--- config.mk ---
export PLATFORM = sky130hd
export DESIGN_NAME = code_packer
export DESIGN_NICKNAME = d
export VERILOG_FILES = /design/src/rtl/code_packer.sv
export SDC_FILE = /design/constraint.sdc
export NUM_CORES = 1
export LEC_CHECK = 0
export CORE_MARGIN = 2
export CORE_UTILIZATION = 32
export CTS_BUF_LIST = sky130_fd_sc_hd__clkbuf_4
export DETAILED_ROUTE_END_ITERATION = 16
export HOLD_SLACK_MARGIN = 0.08
export PLACE_DENSITY = 0.54
export SYNTH_ARGS = -nofsm -noshare
export SYNTH_HDL_FRONTEND = slang
export SYNTH_SLANG_ARGS = --single-unit
--- constraint.sdc ---
create_clock -name i_clk -period 5.3 [get_ports i_clk]
set_input_delay 1.06 -clock i_clk [delete_from_list [all_inputs] [get_ports i_clk]]
set_output_delay 1.06 -clock i_clk [all_outputs]
set_load 0.05 [all_outputs]
--- src/rtl/code_packer.sv ---
// Stage-1 output packer: concatenates right-aligned variable-length codes MSB-first
// into fixed-width words, with a flush that closes the frame on a zero-padded last beat.
module code_packer #(
  parameter int OUT_W  = 64,
  parameter int CODE_W = 34,
  parameter int LEN_W  = 6,
  parameter int BUF_W  = 128
) (
  input  logic              i_clk,
  input  logic              i_reset,
  input  logic              i_valid,
  output logic              o_ready,
  input  logic [CODE_W-1:0] i_code,
  input  logic [LEN_W-1:0]  i_len,
  input  logic              i_flush,
  output logic              o_valid,
  input  logic              i_ready,
  output logic [OUT_W-1:0]  o_data,
  output logic              o_last,
  output logic [6:0]        o_nbits,
  output logic              o_busy
);

  localparam int FILL_W = $clog2(BUF_W + 1);
  localparam logic [FILL_W-1:0] OUT_W_F  = FILL_W'(OUT_W);
  localparam logic [FILL_W-1:0] BUF_W_F  = FILL_W'(BUF_W);
  localparam logic [LEN_W-1:0]  CODE_W_L = LEN_W'(CODE_W);

  typedef enum logic {PACK, DRAIN} state_t;

  state_t              state_q, state_d;
  logic [BUF_W-1:0]    acc_q, acc_d;
  logic [FILL_W-1:0]   fill_q, fill_d;
  logic [CODE_W-1:0]   code_mask;
  logic [BUF_W-1:0]    code_ext;
  logic [FILL_W-1:0]   ins_shamt;
  logic                accept, flush_take, emit;
  logic                ready_d, valid_d, last_d, busy_d;
  logic [6:0]          nbits_d;

  // The accumulator keeps every bit below fill at zero, so the padded last beat
  // needs no extra masking on the way out.
  assign o_data = acc_q[BUF_W-1 -: OUT_W];

  assign accept     = i_valid & o_ready;
  assign flush_take = i_flush & o_ready;
  assign emit       = o_valid & i_ready;

  assign code_mask = {CODE_W{1'b1}} >> (CODE_W_L - i_len);
  assign code_ext  = BUF_W'(i_code & code_mask);
  assign ins_shamt = BUF_W_F - fill_q - FILL_W'(i_len);

  always_comb begin
    // NOTE: every variable gets a default before any branch, so no latch is inferred.
    acc_d   = acc_q;
    fill_d  = fill_q;
    state_d = state_q;

    // Accept and emit never coincide: o_ready and o_valid are disjoint by construction.
    if (accept) begin
      acc_d  = acc_q | (code_ext << ins_shamt);
      fill_d = fill_q + FILL_W'(i_len);
    end
    if (flush_take) begin
      state_d = DRAIN;
    end

    if (emit) begin
      if (state_q == DRAIN && fill_q <= OUT_W_F) begin
        acc_d   = '0;
        fill_d  = '0;
        state_d = PACK;
      end else begin
        acc_d  = acc_q << OUT_W;
        fill_d = fill_q - OUT_W_F;
      end
    end

    // Outputs are decoded from next state so they can be registered.
    ready_d = (state_d == PACK) && (fill_d < OUT_W_F);
    valid_d = (state_d == DRAIN) || (fill_d >= OUT_W_F);
    last_d  = (state_d == DRAIN) && (fill_d <= OUT_W_F);
    nbits_d = last_d ? 7'(fill_d) : 7'(OUT_W);
    busy_d  = (state_d == DRAIN) || (fill_d != '0);
  end

  always_ff @(posedge i_clk or posedge i_reset) begin
    if (i_reset) begin
      state_q <= PACK;
      acc_q   <= '0;
      fill_q  <= '0;
      o_ready <= 1'b1;
      o_valid <= 1'b0;
      o_last  <= 1'b0;
      o_nbits <= '0;
      o_busy  <= 1'b0;
    end else begin
      // NOTE: non-blocking assignments so every register samples pre-edge values.
      state_q <= state_d;
      acc_q   <= acc_d;
      fill_q  <= fill_d;
      o_ready <= ready_d;
      o_valid <= valid_d;
      o_last  <= last_d;
      o_nbits <= nbits_d;
      o_busy  <= busy_d;
    end
  end

endmodule

==> reports/metrics.yaml <==
grt:
  antenna_found_initial: 1
  grt_pass1_wl_mm: 81.7
  grt_max_degree: 77
  grt.total_usage: 0.279
  grt-ovfl-total: 0
  first_global_vias: 12425
finish:
  area_delta_synth_final_pct: 20.9
  nFillCells: 3891
  final_cell_area_mm2: 0.0145
  num-nets-final: 1681
  utilization: 0.390
  layoutNonFillerInstCount: 2099
  drive_gt1_frac: 0.156
timing:
  min_period_ns: 4.77
  max_slew_margin: 0.304
  skew_ns: 0.0239
  fmax_mhz: 210
  final.period_utilization: 0.899
  hold_ws_ns: 0.486
  final-setup-viol-count: 0
  worst_pin_slew_ns: 1.04
  finalHoldViolations: 0
  rsz0062_at_grt: "false"
  drv_slew: 0
routing:
  viasPerCell: 6.21
  routedWlPerCell_um: 25.8
  drc: 0
  wl_met3_mm: 4.56
  drtIter0Drc: 1453
  highest_layer: "met4"
  finalWirelength_mm: 54.1
  vias: 13043
  met2_wirelength_mm: 23.6
  wl_met1_mm: 23.9
  ant_nets: 0
  drt_first_pass_iters: 5
critical_path:
  r2r-start: "fill_q[1]$_DFF_PP0_"
  required_ns: 5.80
  end_kind: "register"
  worstSetupPathType: "input port to register"
  regToRegSetupSlack_ns: 1.15
  r2r_end: "acc_q[21]$_DFFE_PP0P_"
  cp-start-kind: "input port"
  timing.critical_path.from: "i_len[1]"
  reg2reg_depth: 14
  cp.arrival_ns: 5.27
  crit_path_end: "acc_q[124]$_DFFE_PP0P_"
  crit_fanout: 18
logic_synthesis:
  synth_enable_flop_cells: 0
  synth_ff_type: "dfrtp_1"
  ys_warn_count: 0
  syn_inst: 1484
  syn_avg_cell_area_um2: 8.10
  ys_async_sr_fraction: 1.00
  syn_nets: 1554
  synth_area_mm2: 0.0120
  ys_seq_area_frac: 0.308
  synth_cell_types: 93
  ys_ff_latch: 148
clock_network:
  cts_resized: 0
  clockRootBuffer: "clkbuf_4"
  cts.path.max_buffers: 2
  cts_setup_buffers: 0
  clkLatencyLatePin_ns: 0.62
  clock-sinks: 148
  cts_hold_buf: 0
  clk_pin_slew_ns: 0.14
  tritoncts: "built"
  htree_levels: 4
  cts_made_buffers: 17
placement:
  portBuffers: 119
  placed_cell_area_mm2: 0.0143
  place_hpwl_mm: 41.5
  dp_cells: 2066
  gp_congestion: 0.998
power:
  p_per_area_mw_per_mm2: 784
  vdd_drop_max_v: 0.000490
  leakagePower_nw: 6.01
min_path:
  min_path_type: "register to register"
floorplan:
  core_area_mm2: 0.0373
  num_rows: 71
  dieHeight_um: 198
  io_pins: 120
  start_util: 0.322
  die_x_um: 198
  die-area_mm2: 0.0392
run:
  maxCapViolCount: 0
run_status:
  status: "finished clean"
[cell usage after synthesis (25+ instances only)]
library cell,instances,area [µm²]
nor2_1,121,454
inv_1,37,139
a22oi_1,46,345
o21ai_0,107,536
a21oi_1,117,586
dfrtp_1,147,3680
a221oi_1,29,254
clkbuf_1,93,349
nand2_1,124,465
mux2i_1,27,270
nor3_1,50,250
nand3_1,39,195
a22o_1,25,219
a31oi_1,31,194
buf_4,67,503
[how the worst min path moves through the flow]
stage                               start                    end  cells after the start
floorplan           acc_q[16]$_DFFE_PP0P_  acc_q[16]$_DFFE_PP0P_                      2
global placement    acc_q[23]$_DFFE_PP0P_  acc_q[23]$_DFFE_PP0P_                      2
detailed placement  acc_q[23]$_DFFE_PP0P_  acc_q[23]$_DFFE_PP0P_                      2
CTS                 acc_q[25]$_DFFE_PP0P_  acc_q[25]$_DFFE_PP0P_                      2
global route        acc_q[27]$_DFFE_PP0P_  acc_q[27]$_DFFE_PP0P_                      2
finish              acc_q[23]$_DFFE_PP0P_  acc_q[23]$_DFFE_PP0P_                      2
[kinds of logic after synthesis]
logic type | Yosys count | synth area share
flip-flops | 148 | 0.308
AO/OA/AOI/OAI | 573 | 0.330
buffers and inverters | 218 | 0.0910
adder cells (fa/ha/maj) | 25 | 0.0273
XOR/XNOR | 15 | 0.0109
AND/OR/NAND/NOR | 456 | 0.184
multiplexers | 49 | 0.0487
[where the power goes]
group          switching [mW]  leakage, nW  total (mW)  internal, mW
logic                    6.01         3.87        9.04          3.03
registers               0.221         2.02        1.64          1.42
clock network           0.478        0.122       0.719         0.241
total                    6.71         6.01        11.4          4.69
[state kept, by name (all words and copies together), names as in the netlist]
signal,count
acc_q,128
fill_q,8
o_nbits,7
o_busy,1
o_last,1
o_ready,1
o_valid,1
state_q,1
[routing by layer]
layer	up-vias	GRT usage
li1	5859	-
met5	-	0
met4	0	0.106
met1	6364	0.391
met2	708	0.423
met3	112	0.0542
[final cells by class]
class | count | area (µm²) | area share
Timing Repair Buffer | 285 | 2520 | 0.174
Tap cell | 474 | 593 | 0.0408
Inverter | 41 | 159 | 0.0109
Multi-Input combinational cell | 1118 | 7290 | 0.502
Clock buffer | 18 | 135 | 0.00929
Sequential cell | 148 | 3700 | 0.255
Antenna cell | 1 | 2.50 | 0.000172
Clock inverter | 14 | 130 | 0.00895
[worst max-delay path, cell delays in order]
cell             delay, ns
clkdlybuf4s50_1       0.43
buf_4                 0.22
ha_1                  0.31
buf_4                 0.20
o31a_1                0.39
a311oi_1              0.61
a21oi_1               0.20
o21ai_0               0.42
o22ai_1               0.19
a21o_1                0.22
mux4_2                0.54
a2111oi_2             0.37
nor3_1                0.09
[layout by cell type, fill, tap and decap left out, types with 23 or more instances in the layout]
| cell | synthesis | final |
|---|---|---|
| nand3_1 | 39 | 39 |
| buf_4 | 67 | 159 |
| o21ai_0 | 107 | 107 |
| clkdlybuf4s50_1 | 0 | 119 |
| ha_1 | 23 | 23 |
| a31oi_1 | 31 | 31 |
| nor3_1 | 50 | 50 |
| a221oi_1 | 29 | 29 |
| nor2_1 | 121 | 121 |
| nand2_1 | 124 | 123 |
| a21oi_1 | 117 | 116 |
| a22oi_1 | 46 | 46 |
| inv_1 | 37 | 36 |
| a22o_1 | 25 | 25 |
| dfrtp_1 | 147 | 147 |
| mux2i_1 | 27 | 27 |
[metrics by stage]
step	power, mW	setup slack (ns)	TNS, ns
floorplan	6.73	0.262	0
CTS	11.2	0.596	0
detailed placement	10.4	-0.0527	-0.0527
finish	11.4	0.533	0
global route	12.0	0.319	0
global placement	10.5	0.00298	0
Note: power is estimated with default switching activity, not from simulation.
